$ cat src/rtl/dmem_pkg.sv
`default_nettype none
// ============================================================================
//  Module   : dmem_pkg
//  Purpose  : Shared types and constants for the data-memory responder:
//             FSM state encoding, storage geometry and default timing.
//  Ports    : none (package)
//  Revision : 1.0 - initial release
// ============================================================================
package dmem_pkg;

    localparam int DMEM_ADDR_WIDTH = 7;
    localparam int DMEM_DATA_WIDTH = 32;
    localparam int DMEM_WORDS      = 32;
    localparam int DMEM_LATENCY    = 2;
    // Wide enough for the largest legal latency (15).
    localparam int DMEM_CNT_WIDTH  = 4;

    typedef enum logic [1:0] {
        IDLE = 2'd0,
        WAIT = 2'd1,
        RESP = 2'd2
    } dmem_state_t;

    // Any set bit below the word boundary marks a misaligned access.
    function automatic logic is_misaligned(input logic [1:0] byte_offset);
        return |byte_offset;
    endfunction

endpackage
`default_nettype wire

$ cat src/rtl/dmem_array.sv
`default_nettype none
// ============================================================================
//  Module   : dmem_array
//  Purpose  : Word storage for the data-memory responder. Combinational
//             read port, synchronous write port. Contents are never reset.
//  Ports    : clk   - clock, write on posedge
//             we    - write enable
//             widx  - write word index
//             wdata - write data
//             ridx  - read word index
//             rdata - read data (combinational)
//  Revision : 1.0 - initial release
// ============================================================================
module dmem_array #(
    parameter int WORDS      = 32,
    parameter int IDX_WIDTH  = 5,
    parameter int DATA_WIDTH = 32
) (
    input  logic                  clk,
    input  logic                  we,
    input  logic [IDX_WIDTH-1:0]  widx,
    input  logic [DATA_WIDTH-1:0] wdata,
    input  logic [IDX_WIDTH-1:0]  ridx,
    output logic [DATA_WIDTH-1:0] rdata
);

    logic [DATA_WIDTH-1:0] r_mem [WORDS];

    always_ff @(posedge clk) begin
        if (we) begin
            r_mem[widx] <= wdata;
        end
    end

    assign rdata = r_mem[ridx];

endmodule
`default_nettype wire

$ cat src/rtl/data_memory_responder.sv
`default_nettype none
// ============================================================================
//  Module   : data_memory_responder
//  Purpose  : Handshaked, fixed-latency data-memory model for the MEM stage.
//             A request is accepted in IDLE, waits LATENCY-1 cycles in WAIT,
//             then RESP pulses Resp_Valid for one cycle and commits any write.
//  Ports    : Clk, Reset (async, active-high)
//             Req_Valid/Req_Read/Req_Write/Req_Address/Req_WData - request
//             Req_Ready  - high in IDLE only
//             Resp_Valid - one-cycle completion pulse
//             Resp_RData - read data, zero whenever Resp_Valid is low
//             Resp_Err   - misaligned-access flag, zero unless trapping
//  Config   : define DMEM_MISALIGN_TRAP_EN to flag misaligned accesses
//             (Resp_Err=1, write suppressed, RData=0); otherwise the low
//             address bits are ignored and Resp_Err is always 0.
//  Revision : 1.0 - initial release
// ============================================================================
module data_memory_responder
    import dmem_pkg::*;
#(
    parameter int ADDR_WIDTH = DMEM_ADDR_WIDTH,
    parameter int DATA_WIDTH = DMEM_DATA_WIDTH,
    parameter int LATENCY    = DMEM_LATENCY
) (
    input  logic                  Clk,
    input  logic                  Reset,
    input  logic                  Req_Valid,
    input  logic                  Req_Read,
    input  logic                  Req_Write,
    input  logic [ADDR_WIDTH-1:0] Req_Address,
    input  logic [DATA_WIDTH-1:0] Req_WData,
    output logic                  Req_Ready,
    output logic                  Resp_Valid,
    output logic [DATA_WIDTH-1:0] Resp_RData,
    output logic                  Resp_Err
);

    localparam int IDX_WIDTH = ADDR_WIDTH - 2;
    localparam int WORDS     = 1 << IDX_WIDTH;
    localparam logic [DMEM_CNT_WIDTH-1:0] c_cnt_load = DMEM_CNT_WIDTH'(LATENCY - 1);

    dmem_state_t               r_state;
    dmem_state_t               w_next_state;
    logic [DMEM_CNT_WIDTH-1:0] r_cnt;
    logic [DMEM_CNT_WIDTH-1:0] w_next_cnt;

    // Transaction holding registers, captured at acceptance.
    logic [IDX_WIDTH-1:0]  r_widx;
    logic [DATA_WIDTH-1:0] r_wdata;
    logic [DATA_WIDTH-1:0] r_rdata;
    logic                  r_read;
    logic                  r_write;
    logic                  r_misalign;

    logic                  w_accept;
    logic                  w_misalign;
    logic                  w_resp;
    logic                  w_array_we;
    logic [DATA_WIDTH-1:0] w_array_rdata;

    assign w_accept = (r_state == IDLE) && Req_Valid;
    assign w_resp   = (r_state == RESP);

`ifdef DMEM_MISALIGN_TRAP_EN
    assign w_misalign = is_misaligned(Req_Address[1:0]);
`else
    // Byte offset is ignored; folding it into a constant zero keeps the
    // bits visibly consumed without affecting the access.
    assign w_misalign = &{1'b0, Req_Address[1:0]};
`endif

    // Commit happens only on the RESP -> IDLE edge, so a reset during WAIT
    // can never corrupt the array.
    assign w_array_we = w_resp && r_write && !r_misalign;

    dmem_array #(
        .WORDS      (WORDS),
        .IDX_WIDTH  (IDX_WIDTH),
        .DATA_WIDTH (DATA_WIDTH)
    ) u_array (
        .clk   (Clk),
        .we    (w_array_we),
        .widx  (r_widx),
        .wdata (r_wdata),
        .ridx  (Req_Address[ADDR_WIDTH-1:2]),
        .rdata (w_array_rdata)
    );

    always_ff @(posedge Clk or posedge Reset) begin
        if (Reset) begin
            r_state <= IDLE;
            r_cnt   <= '0;
        end else begin
            r_state <= w_next_state;
            r_cnt   <= w_next_cnt;
        end
    end

    always_comb begin
        w_next_state = r_state;
        w_next_cnt   = r_cnt;
        case (r_state)
            IDLE: begin
                if (Req_Valid) begin
                    if (LATENCY == 1) begin
                        w_next_state = RESP;
                    end else begin
                        w_next_state = WAIT;
                        w_next_cnt   = c_cnt_load;
                    end
                end
            end
            WAIT: begin
                w_next_cnt = r_cnt - 1'b1;
                // <= also recovers from a zero count rather than wrapping.
                if (r_cnt <= 1) begin
                    w_next_state = RESP;
                end
            end
            RESP: begin
                w_next_state = IDLE;
            end
            default: begin
                w_next_state = IDLE;
                w_next_cnt   = '0;
            end
        endcase
    end

    always_ff @(posedge Clk or posedge Reset) begin
        if (Reset) begin
            r_widx     <= '0;
            r_wdata    <= '0;
            r_rdata    <= '0;
            r_read     <= 1'b0;
            r_write    <= 1'b0;
            r_misalign <= 1'b0;
        end else if (w_accept) begin
            r_widx     <= Req_Address[ADDR_WIDTH-1:2];
            r_wdata    <= Req_WData;
            r_rdata    <= w_array_rdata;
            r_read     <= Req_Read;
            r_write    <= Req_Write;
            r_misalign <= w_misalign;
        end
    end

    assign Req_Ready  = (r_state == IDLE);
    assign Resp_Valid = w_resp;
    assign Resp_Err   = w_resp && r_misalign;
    assign Resp_RData = (w_resp && r_read && !r_misalign) ? r_rdata : '0;

endmodule
`default_nettype wire
$ cat config.mk
export PLATFORM = sky130hd
export DESIGN_NAME = data_memory_responder
export DESIGN_NICKNAME = d
export VERILOG_FILES = /design/src/rtl/dmem_pkg.sv /design/src/rtl/dmem_array.sv /design/src/rtl/data_memory_responder.sv
export SDC_FILE = /design/constraint.sdc
export NUM_CORES = 1
export LEC_CHECK = 0
export ABC_CLOCK_PERIOD_IN_PS = 6000
export BUFFER_PORTS_ARGS = -buffer_cell sky130_fd_sc_hd__buf_4
export CAP_MARGIN = 20
export CORE_MARGIN = 8
export CORE_UTILIZATION = 36
export DETAILED_ROUTE_END_ITERATION = 8
export GPL_TIMING_DRIVEN = 0
export PLACE_DENSITY_LB_ADDON = 0.15
export SLEW_MARGIN = 40
export SYNTH_ARGS = -nofsm -noshare
export SYNTH_HDL_FRONTEND = slang
export SYNTH_HIERARCHICAL = 1
export SYNTH_SLANG_ARGS = --single-unit
$ cat constraint.sdc
create_clock -name Clk -period 6 [get_ports Clk]
set_clock_uncertainty 0.2 [all_clocks]
set_input_delay 0 -clock Clk [delete_from_list [all_inputs] [get_ports Clk]]
set_output_delay 0 -clock Clk [all_outputs]
set_load 0.01 [all_outputs]
==> flow_metrics.py, run 1 <==
metrics = {
    "run_status": {
        "status": "complete, no violations",
    },
    "synth": {
        "netlist_area_mm2": 0.04338,
        "synth_simple_gate_area_share_pct": 3.467,
        "syn_avg_cell_area_um2": 17.72,
        "yosysWarnings": 6,
        "synth_fa_ha_area_share_pct": 0.05768,
        "synth_seq_area_share_pct": 75.32,
        "synth_flop_cell": "edfxtp_1",
        "synth_fp_nets": 2494,
        "synth_edf_count": 1024,
        "yosys-mux-area-fraction_pct": 14.28,
        "synth_xor_area_share_pct": 0.04038,
        "synthArstFlopShare_pct": 6.994,
        "synth_compound_area_share_pct": 4.623,
        "synth_cells": 2448,
        "ys_ff_latch": 1101,
        "synth_top_family_by_area": "multiplexers",
        "ys_types": 38,
    },
    "die": {
        "initial_core_util_pct": 36.21,
        "die_w_um": 363.1,
        "dieArea_mm2": 0.1319,
        "num_rows": 127,
        "core_mm2": 0.1198,
        "io_pins": 79,
        "fp.dieH_um": 363.1,
    },
    "routing": {
        "wl_per_cell_um": 25.82,
        "firstDrtPassIters": 5,
        "vias": 23220,
        "vias_per_cell": 5.101,
        "drc_errors": 0,
        "initialDrtViolationCount": 1730,
        "drt-total-wl_um": 117500,
        "postRouteAntennaNets": 0,
    },
    "layout": {
        "final_layout_size_suffix_gt1_share_pct": 19.26,
        "syn_to_final_growth_pct": 21.66,
        "fill_cells": 10480,
        "fin_cells": 4552,
        "nets": 2875,
    },
    "setup_path": {
        "cp_common_cell": "clkbuf_2",
        "worstSetupStartpointType": "flop",
        "cp.depth": 9,
        "path_buf_inv": 5,
        "cp_max_fo": 12,
        "reg2regPathDepth": 9,
        "crit-reg2reg-capture": "u_array/r_mem[16][26]",
        "required_ns": 6.20,
        "critPathArrivalTime_ns": 4.24,
        "crit_path_end_kind": "flop",
        "r2r_slack_ns": 1.96,
        "timing.rr.start": "r_state[1]",
        "startpoint": "r_state[1]",
        "timing.critical_path.to": "u_array/r_mem[16][26]",
        "critPathMaxStageDelay_ns": 0.51,
        "cpMaxStageDelayCell": "nor2_2",
        "crit_family": "simple AND/OR/NAND/NOR gates",
        "critical_path_class": "flop to flop",
        "worstPathCellList": "inv_1 > nor2_2 > clkbuf_2 > and2_1 > or3b_2 > clkbuf_2 > nor2_4 > buf_16 > buf_8",
    },
    "clock_tree": {
        "clkTransAtPathRegs_ns": 0.06,
        "post_cts_buffers": 0,
        "max-clock-path-buffers": 3,
        "clk_latency_ns": 0.71,
        "root_buffer": "clkbuf_16",
        "cts_tree": "built",
        "cts_sinks": 1101,
        "cts_inserted_buffers": 116,
        "cts_max_level": 3,
    },
    "power_and_ir_drop": {
        "power.switching_mw": 5.342,
        "p_total_mw": 20.58,
        "switching_share_pct": 25.96,
        "seq_power_share_pct": 54.3,
        "internal_power_mw": 15.24,
        "irDropWorstVdd_mv": 0.2609,
        "p_leak_nw": 18.90,
        "power.density_mw_per_mm2": 389.9,
        "comb_power_share_pct": 10.3,
        "power.share.clock_pct": 35.4,
    },
    "global_route": {
        "antenna_found_initial": 2,
        "grt_pass1_wl_um": 167100,
        "grt_overflow": 0,
        "grt_max_degree": 54,
        "first_global_vias": 23620,
        "grt.total_usage_pct": 17.44,
    },
    "min_path": {
        "hp-class": "input port to asynchronous set/reset pin",
    },
    "sta": {
        "tightest_slew_ns": 0.8523,
        "timing.final.crit_share_pct": 67.36,
        "hold_viol": 0,
        "slew_headroom_pct": 43.18,
        "slew_viol_final": 0,
        "post-route-min-period_ns": 4.042,
        "rsz0062_at_grt": "false",
        "postLayoutSetupSlackWorst_ns": 1.958,
        "setup_viol": 0,
        "max_freq_mhz": 247.4,
    },
    "flow_run": {
        "drv_cap": 0,
    },
    "placement": {
        "place.gp.congestion": 0.7850,
        "post-place-ws_ns": 1.780,
        "hpwl_um": 79890,
        "dpl.cell_count": 4200,
        "io_buffer_count": 75,
    },
}
[state kept, by name (all words and copies together) (netlist names)]
signal / cells
u_array/r_mem: 1024
r_write: 1
r_widx: 5
r_wdata: 32
r_cnt: 4
r_read: 1
r_state: 2
r_rdata: 32
[kinds of logic after synthesis]
group,count (synthesis)
simple gates,318
buf+inv,146
flops,1101
mux,584
other cells,1
xor+xnor,2
compound gates,294
fa+ha+maj,2
[layer usage]
metal | up-vias | part of all wire [%] | GRT usage, % | wire, um
li1 | 10440 | - | - | -
met5 | - | 0 | 0 | 0
met4 | 0 | 2.4 | 4.444 | 2804
met1 | 12020 | 45 | 24.08 | 52540
met3 | 157 | 5.3 | 2.831 | 6270
met2 | 609 | 48 | 28.78 | 55910
[power groups by stage]
stage                     Clock [mW]  Combinational [mW]  Sequential (mW)
after floorplan                    0                1.23             10.6
after global placement             0                1.76             11.3
after detailed placement           0                1.88             11.4
after CTS                       7.45                2.14             11.2
after global routing            7.75                2.26             11.3
final                           7.28                2.12             11.2
[layout make-up]
cell class / count / area [um^2] / share of cell area (%)
clock inverters: 77 / 845.8 / 1.603
inverters: 4 / 22.52 / 0.04267
clock buffers: 145 / 3092 / 5.858
repair buffers: 263 / 3119 / 5.910
flip-flops and latches: 1101 / 32720 / 61.99
multi-input cells: 1201 / 9997 / 18.94
diodes: 7 / 17.52 / 0.03319
plain buffers: 142 / 953.4 / 1.806
well taps: 1612 / 2017 / 3.821
[cell usage in the layout, fill, tap and decap left out, types with 34 or more instances in the layout]
master	instances
a21oi_1	97
clkbuf_1	65
dlygate4sd3_1	121
dfrtp_1	45
buf_4	110
clkbuf_16	116
buf_8	37
nor3_1	34
a22o_1	64
mux2i_1	513
edfxtp_1	1024
nand2_1	99
mux2_4	69
a22oi_1	96
nand3_1	97
[metrics by stage]
| stage | setup TNS [ns] | cell area, um^2 | util [%] | hold WS (ns) |
|---|---|---|---|---|
| 2_1_floorplan | 0 | 43380 | - | -0.05194 |
| 3_3_place_gp | -327.73 | 45960 | 38.36 | 0.03149 |
| 3_5_place_dp | 0 | 47590 | 39.72 | -0.2373 |
| 4_1_cts | 0 | 52740 | 44.02 | 0.1844 |
| 5_1_grt | 0 | 52760 | 44.04 | 0.2416 |
| 6_report | 0 | 52780 | 44.05 | 0.2395 |
[synth_stat cells, types with 3 or more instances]
| cell type | n | area [um^2] |
|---|---|---|
| buf_6 | 15 | 168.9 |
| a22o_1 | 64 | 560.5 |
| buf_1 | 5 | 18.77 |
| nand3_1 | 98 | 490.5 |
| o2bb2ai_1 | 3 | 26.28 |
| a21oi_1 | 97 | 485.5 |
| buf_4 | 34 | 255.2 |
| edfxtp_1 | 1024 | 30750 |
| dfrtp_1 | 77 | 1927 |
| inv_1 | 4 | 15.01 |
| or3b_2 | 3 | 26.28 |
| nand3b_1 | 5 | 37.54 |
| nand2_1 | 99 | 371.6 |
| a31oi_1 | 32 | 200.2 |
| nor3_1 | 34 | 170.2 |
| and3_1 | 32 | 200.2 |
| buf_2 | 26 | 130.1 |
| nor2_1 | 36 | 135.1 |
| mux2_4 | 69 | 1036 |
| buf_12 | 8 | 160.2 |
| mux2i_1 | 513 | 5135 |
| clkbuf_1 | 52 | 195.2 |
| a22oi_1 | 96 | 720.7 |
[worst register-to-register path, delay by kind of cell, from the launching register on]
family / cells / cell delay, ns
buf+inv: 5 / 1.30
flops: 1 / 0.36
simple gates: 4 / 1.89
[what timing repair did]
action                                 4_1_cts  5_1_grt
resized for setup                            0        0
hold buffers                               121        0
endpoints found under the hold margin      153        0
[worst min-delay path by stage]
stage,from,end,slack (ns)
floorplan,Req_Read,r_read,-0.05
global placement,Req_WData[7],r_wdata[7],0.03
detailed placement,Reset,r_state[1],-0.24
CTS,Reset,r_state[1],0.18
global route,Reset,r_state[1],0.24
finish,Reset,r_state[1],0.24
(Power assumes the default switching activity.)
==> inputs of run 2 (changes only) <==
Settings changed: ABC_AREA from default to 1, ABC_CLOCK_PERIOD_IN_PS 6000 to 3900.
Clock period 6 ns to 3.9 ns, I/O delays scaled along.
==> flow_metrics.py, run 2 <==
metrics = {
    "routing": {
        "initialDrtViolationCount": 3193,
        "drc_errors": 0,
        "vias": 31350,
        "firstDrtPassIters": 6,
        "vias_per_cell": 5.204,
        "drt-total-wl_um": 155600,
        "wl_per_cell_um": 25.82,
        "postRouteAntennaNets": 0,
    },
    "die": {
        "initial_core_util_pct": 36.07,
        "dieArea_mm2": 0.1367,
        "io_pins": 79,
        "die_w_um": 369.8,
        "fp.dieH_um": 369.8,
        "core_mm2": 0.1249,
        "num_rows": 130,
    },
    "layout": {
        "largest_register": "u_array/r_mem",
        "finish.instance_area_mm2": 0.05469,
        "syn_to_final_growth_pct": 21.37,
        "final_cell_mix": "1,530 x nand2_1, 1,024 x edfxtp_1, 818 x nand3_1",
        "top_regs": "u_array/r_mem: 1024 flops, r_rdata: 32 flops, r_wdata: 32 flops",
        "fin_cells": 6025,
        "nets": 4316,
        "largest_reg_flops": 1024,
        "fill_cells": 11610,
        "layout_commonest_cell": "nand2_1",
        "final_layout_size_suffix_gt1_share_pct": 14.11,
    },
    "clock_tree": {
        "cts_sinks": 1101,
        "clk_latency_ns": 0.71,
        "max-clock-path-buffers": 3,
        "cts_inserted_buffers": 116,
        "post_cts_buffers": 0,
        "cts_max_level": 3,
        "root_buffer": "clkbuf_16",
        "cts_tree": "built",
        "clkTransAtPathRegs_ns": 0.07,
        "post_cts_resized": 0,
        "ctsHoldBuffers": 106,
    },
    "power_and_ir_drop": {
        "power.density_mw_per_mm2": 567.4,
        "power.share.clock_pct": 34.6,
        "seq_power_share_pct": 54.2,
        "p_leak_nw": 20.73,
        "irDropWorstVdd_mv": 0.4279,
        "internal_power_mw": 22.06,
        "p_total_mw": 31.03,
        "switching_share_pct": 28.89,
        "power.switching_mw": 8.964,
        "comb_power_share_pct": 11.2,
    },
    "synth": {
        "netlist_area_mm2": 0.04506,
        "yosysWarnings": 6,
        "ys_ff_latch": 1101,
        "synth_cells": 3888,
        "synth.most_common_cell": "nand2_1",
        "synth_edf_count": 1024,
        "synthArstFlopShare_pct": 6.994,
        "yosys-mux-area-fraction_pct": 0,
        "synth_fa_ha_area_share_pct": 0.05554,
        "synth_seq_area_share_pct": 72.52,
        "synth_compound_area_share_pct": 0.4665,
        "synth_fp_nets": 3934,
        "syn_avg_cell_area_um2": 11.59,
        "synth.area.top_cells": "edfxtp_1 68%, nand2_1 13%, nand3_1 9.1%",
        "synth_top_family_by_area": "simple AND/OR/NAND/NOR gates",
        "synth_xor_area_share_pct": 0.01944,
        "ys_types": 26,
        "synth_top_cell_by_area": "edfxtp_1",
        "synth_commonest_cells": "1,530 x nand2_1, 1,024 x edfxtp_1, 822 x nand3_1",
        "netlist.area_leader.share_pct": 68.24,
        "synth_flop_cell": "edfxtp_1",
        "synth_simple_gate_area_share_pct": 22.78,
    },
    "setup_path": {
        "worstPathCellList": "inv_1 > nor2_2 > nand2_1 > buf_2 > nor2_1 > buf_4",
        "reg2regPathDepth": 7,
        "cp.depth": 6,
        "r2r_slack_ns": 0.84,
        "required_ns": 3.70,
        "crit_path_end_kind": "primary output",
        "crit_family": "simple AND/OR/NAND/NOR gates",
        "cp_max_fo": 10,
        "cpMaxStageDelayCell": "nor2_1",
        "critical_path_class": "flop to primary output",
        "critPathArrivalTime_ns": 3.08,
        "worstSetupStartpointType": "flop",
        "crit-reg2reg-capture": "u_array/r_mem[17][8]",
        "timing.rr.start": "r_state[0]",
        "critPathMaxStageDelay_ns": 0.54,
        "path_buf_inv": 3,
    },
    "placement": {
        "postPlaceCellArea_mm2": 0.04991,
        "dpl.cell_count": 5695,
        "hpwl_um": 106600,
        "place.gp.congestion": 0.8734,
        "io_buffer_count": 74,
    },
    "global_route": {
        "grt.total_usage_pct": 22.21,
        "grt_overflow": 0,
        "first_global_vias": 29650,
        "grt_pass1_wl_um": 218200,
        "antenna_found_initial": 7,
        "grt_max_degree": 49,
    },
    "sta": {
        "rsz0062_at_grt": "false",
        "max_freq_mhz": 305.2,
        "timing.final.crit_share_pct": 84.01,
        "tightest_slew_ns": 0.9002,
        "slew_viol_final": 0,
        "hold_viol": 0,
        "post-route-min-period_ns": 3.276,
        "slew_headroom_pct": 39.99,
        "setup_viol": 0,
    },
    "flow_run": {
        "drv_cap": 0,
    },
    "min_path": {
        "hp-class": "input port to asynchronous set/reset pin",
    },
    "run_status": {
        "status": "complete, no violations",
    },
}
==> run 2: cell count changes in the layout (fill, tap and decap cells not counted), sizes merged, moves of 34 or more <==
cell / previous run / this run
nand2: 99 / 1531
nand3: 98 / 822
mux2i: 513 / 0
buf: 230 / 370
a22oi: 96 / 0
mux2: 71 / 0
a21oi: 97 / 32
nor2: 37 / 102
a22o: 64 / 0
inv: 9 / 54
nor3: 34 / 0
==> run 2: final cells by class <==
class                   instances  area, um^2  share of cell area, %
diodes                          2       5.005               0.009151
plain buffers                 242        1684                  3.079
clock buffers                 162        3299                  6.033
clock inverters                59       380.4                 0.6955
inverters                      50       200.2                 0.3661
multi-input cells            2495       10770                  19.69
flip-flops and latches       1101       32720                  59.83
well taps                    1650        2064                  3.775
repair buffers                264        3566                  6.520
==> run 2: worst max-delay path by stage <==
stage / start / end / slack [ns]
floorplan: r_state[0] / u_array/r_mem[31][0] / 0.98
global placement: r_state[0] / u_array/r_mem[18][31] / -1.48
detailed placement: r_state[0] / u_array/r_mem[17][31] / 0.62
CTS: r_state[0] / u_array/r_mem[17][23] / 0.62
global route: r_state[1] / Resp_RData[24] / 0.51
finish: r_state[1] / Resp_RData[22] / 0.62
==> run 2: worst min-delay path, cell delays in order <==
cell           delay [ns]
dlygate4sd3_1        0.55
buf_4                0.13
dlygate4sd3_1        0.60
inv_6                0.12
==> run 2: per-layer routing <==
| metal | wire length [um] | up-vias | GRT usage (%) |
|---|---|---|---|
| li1 | - | 14230 | - |
| met1 | 67450 | 15650 | 31.01 |
| met2 | 72110 | 1277 | 35.79 |
| met3 | 11960 | 200 | 3.876 |
| met4 | 4044 | 0 | 6.111 |
| met5 | 0 | - | 0 |
==> run 2: kinds of logic after synthesis <==
kind of cell | after synthesis
AOI/OAI and AO/OA | 35
xor gates and xnor gates | 1
adders and majority gates | 2
buffers and inverters | 292
DFF | 1101
other | 1
and+or+nand+nor | 2456
==> run 2: power groups by stage <==
stage / combinational [mW] / clock, mW / sequential, mW
after floorplan: 1.63 / 0 / 16.0
after global placement: 2.69 / 0 / 17.3
after detailed placement: 3.30 / 0 / 17.1
after CTS: 3.43 / 10.9 / 16.8
after global routing: 3.73 / 11.3 / 17.0
final: 3.48 / 10.7 / 16.8
==> run 2: metrics by stage <==
| stage | util [%] | setup TNS, ns | hold slack (ns) | setup WS [ns] |
|---|---|---|---|---|
| after floorplan | - | 0 | -0.05539 | 0.9775 |
| after global placement | 38.17 | -1054.53 | 0.03561 | -1.483 |
| after detailed placement | 39.96 | 0 | -0.3024 | 0.6163 |
| after CTS | 43.75 | 0 | 0.08442 | 0.6238 |
| after global routing | 43.78 | 0 | 0.1420 | 0.5148 |
| final | 43.78 | 0 | 0.1511 | 0.6235 |
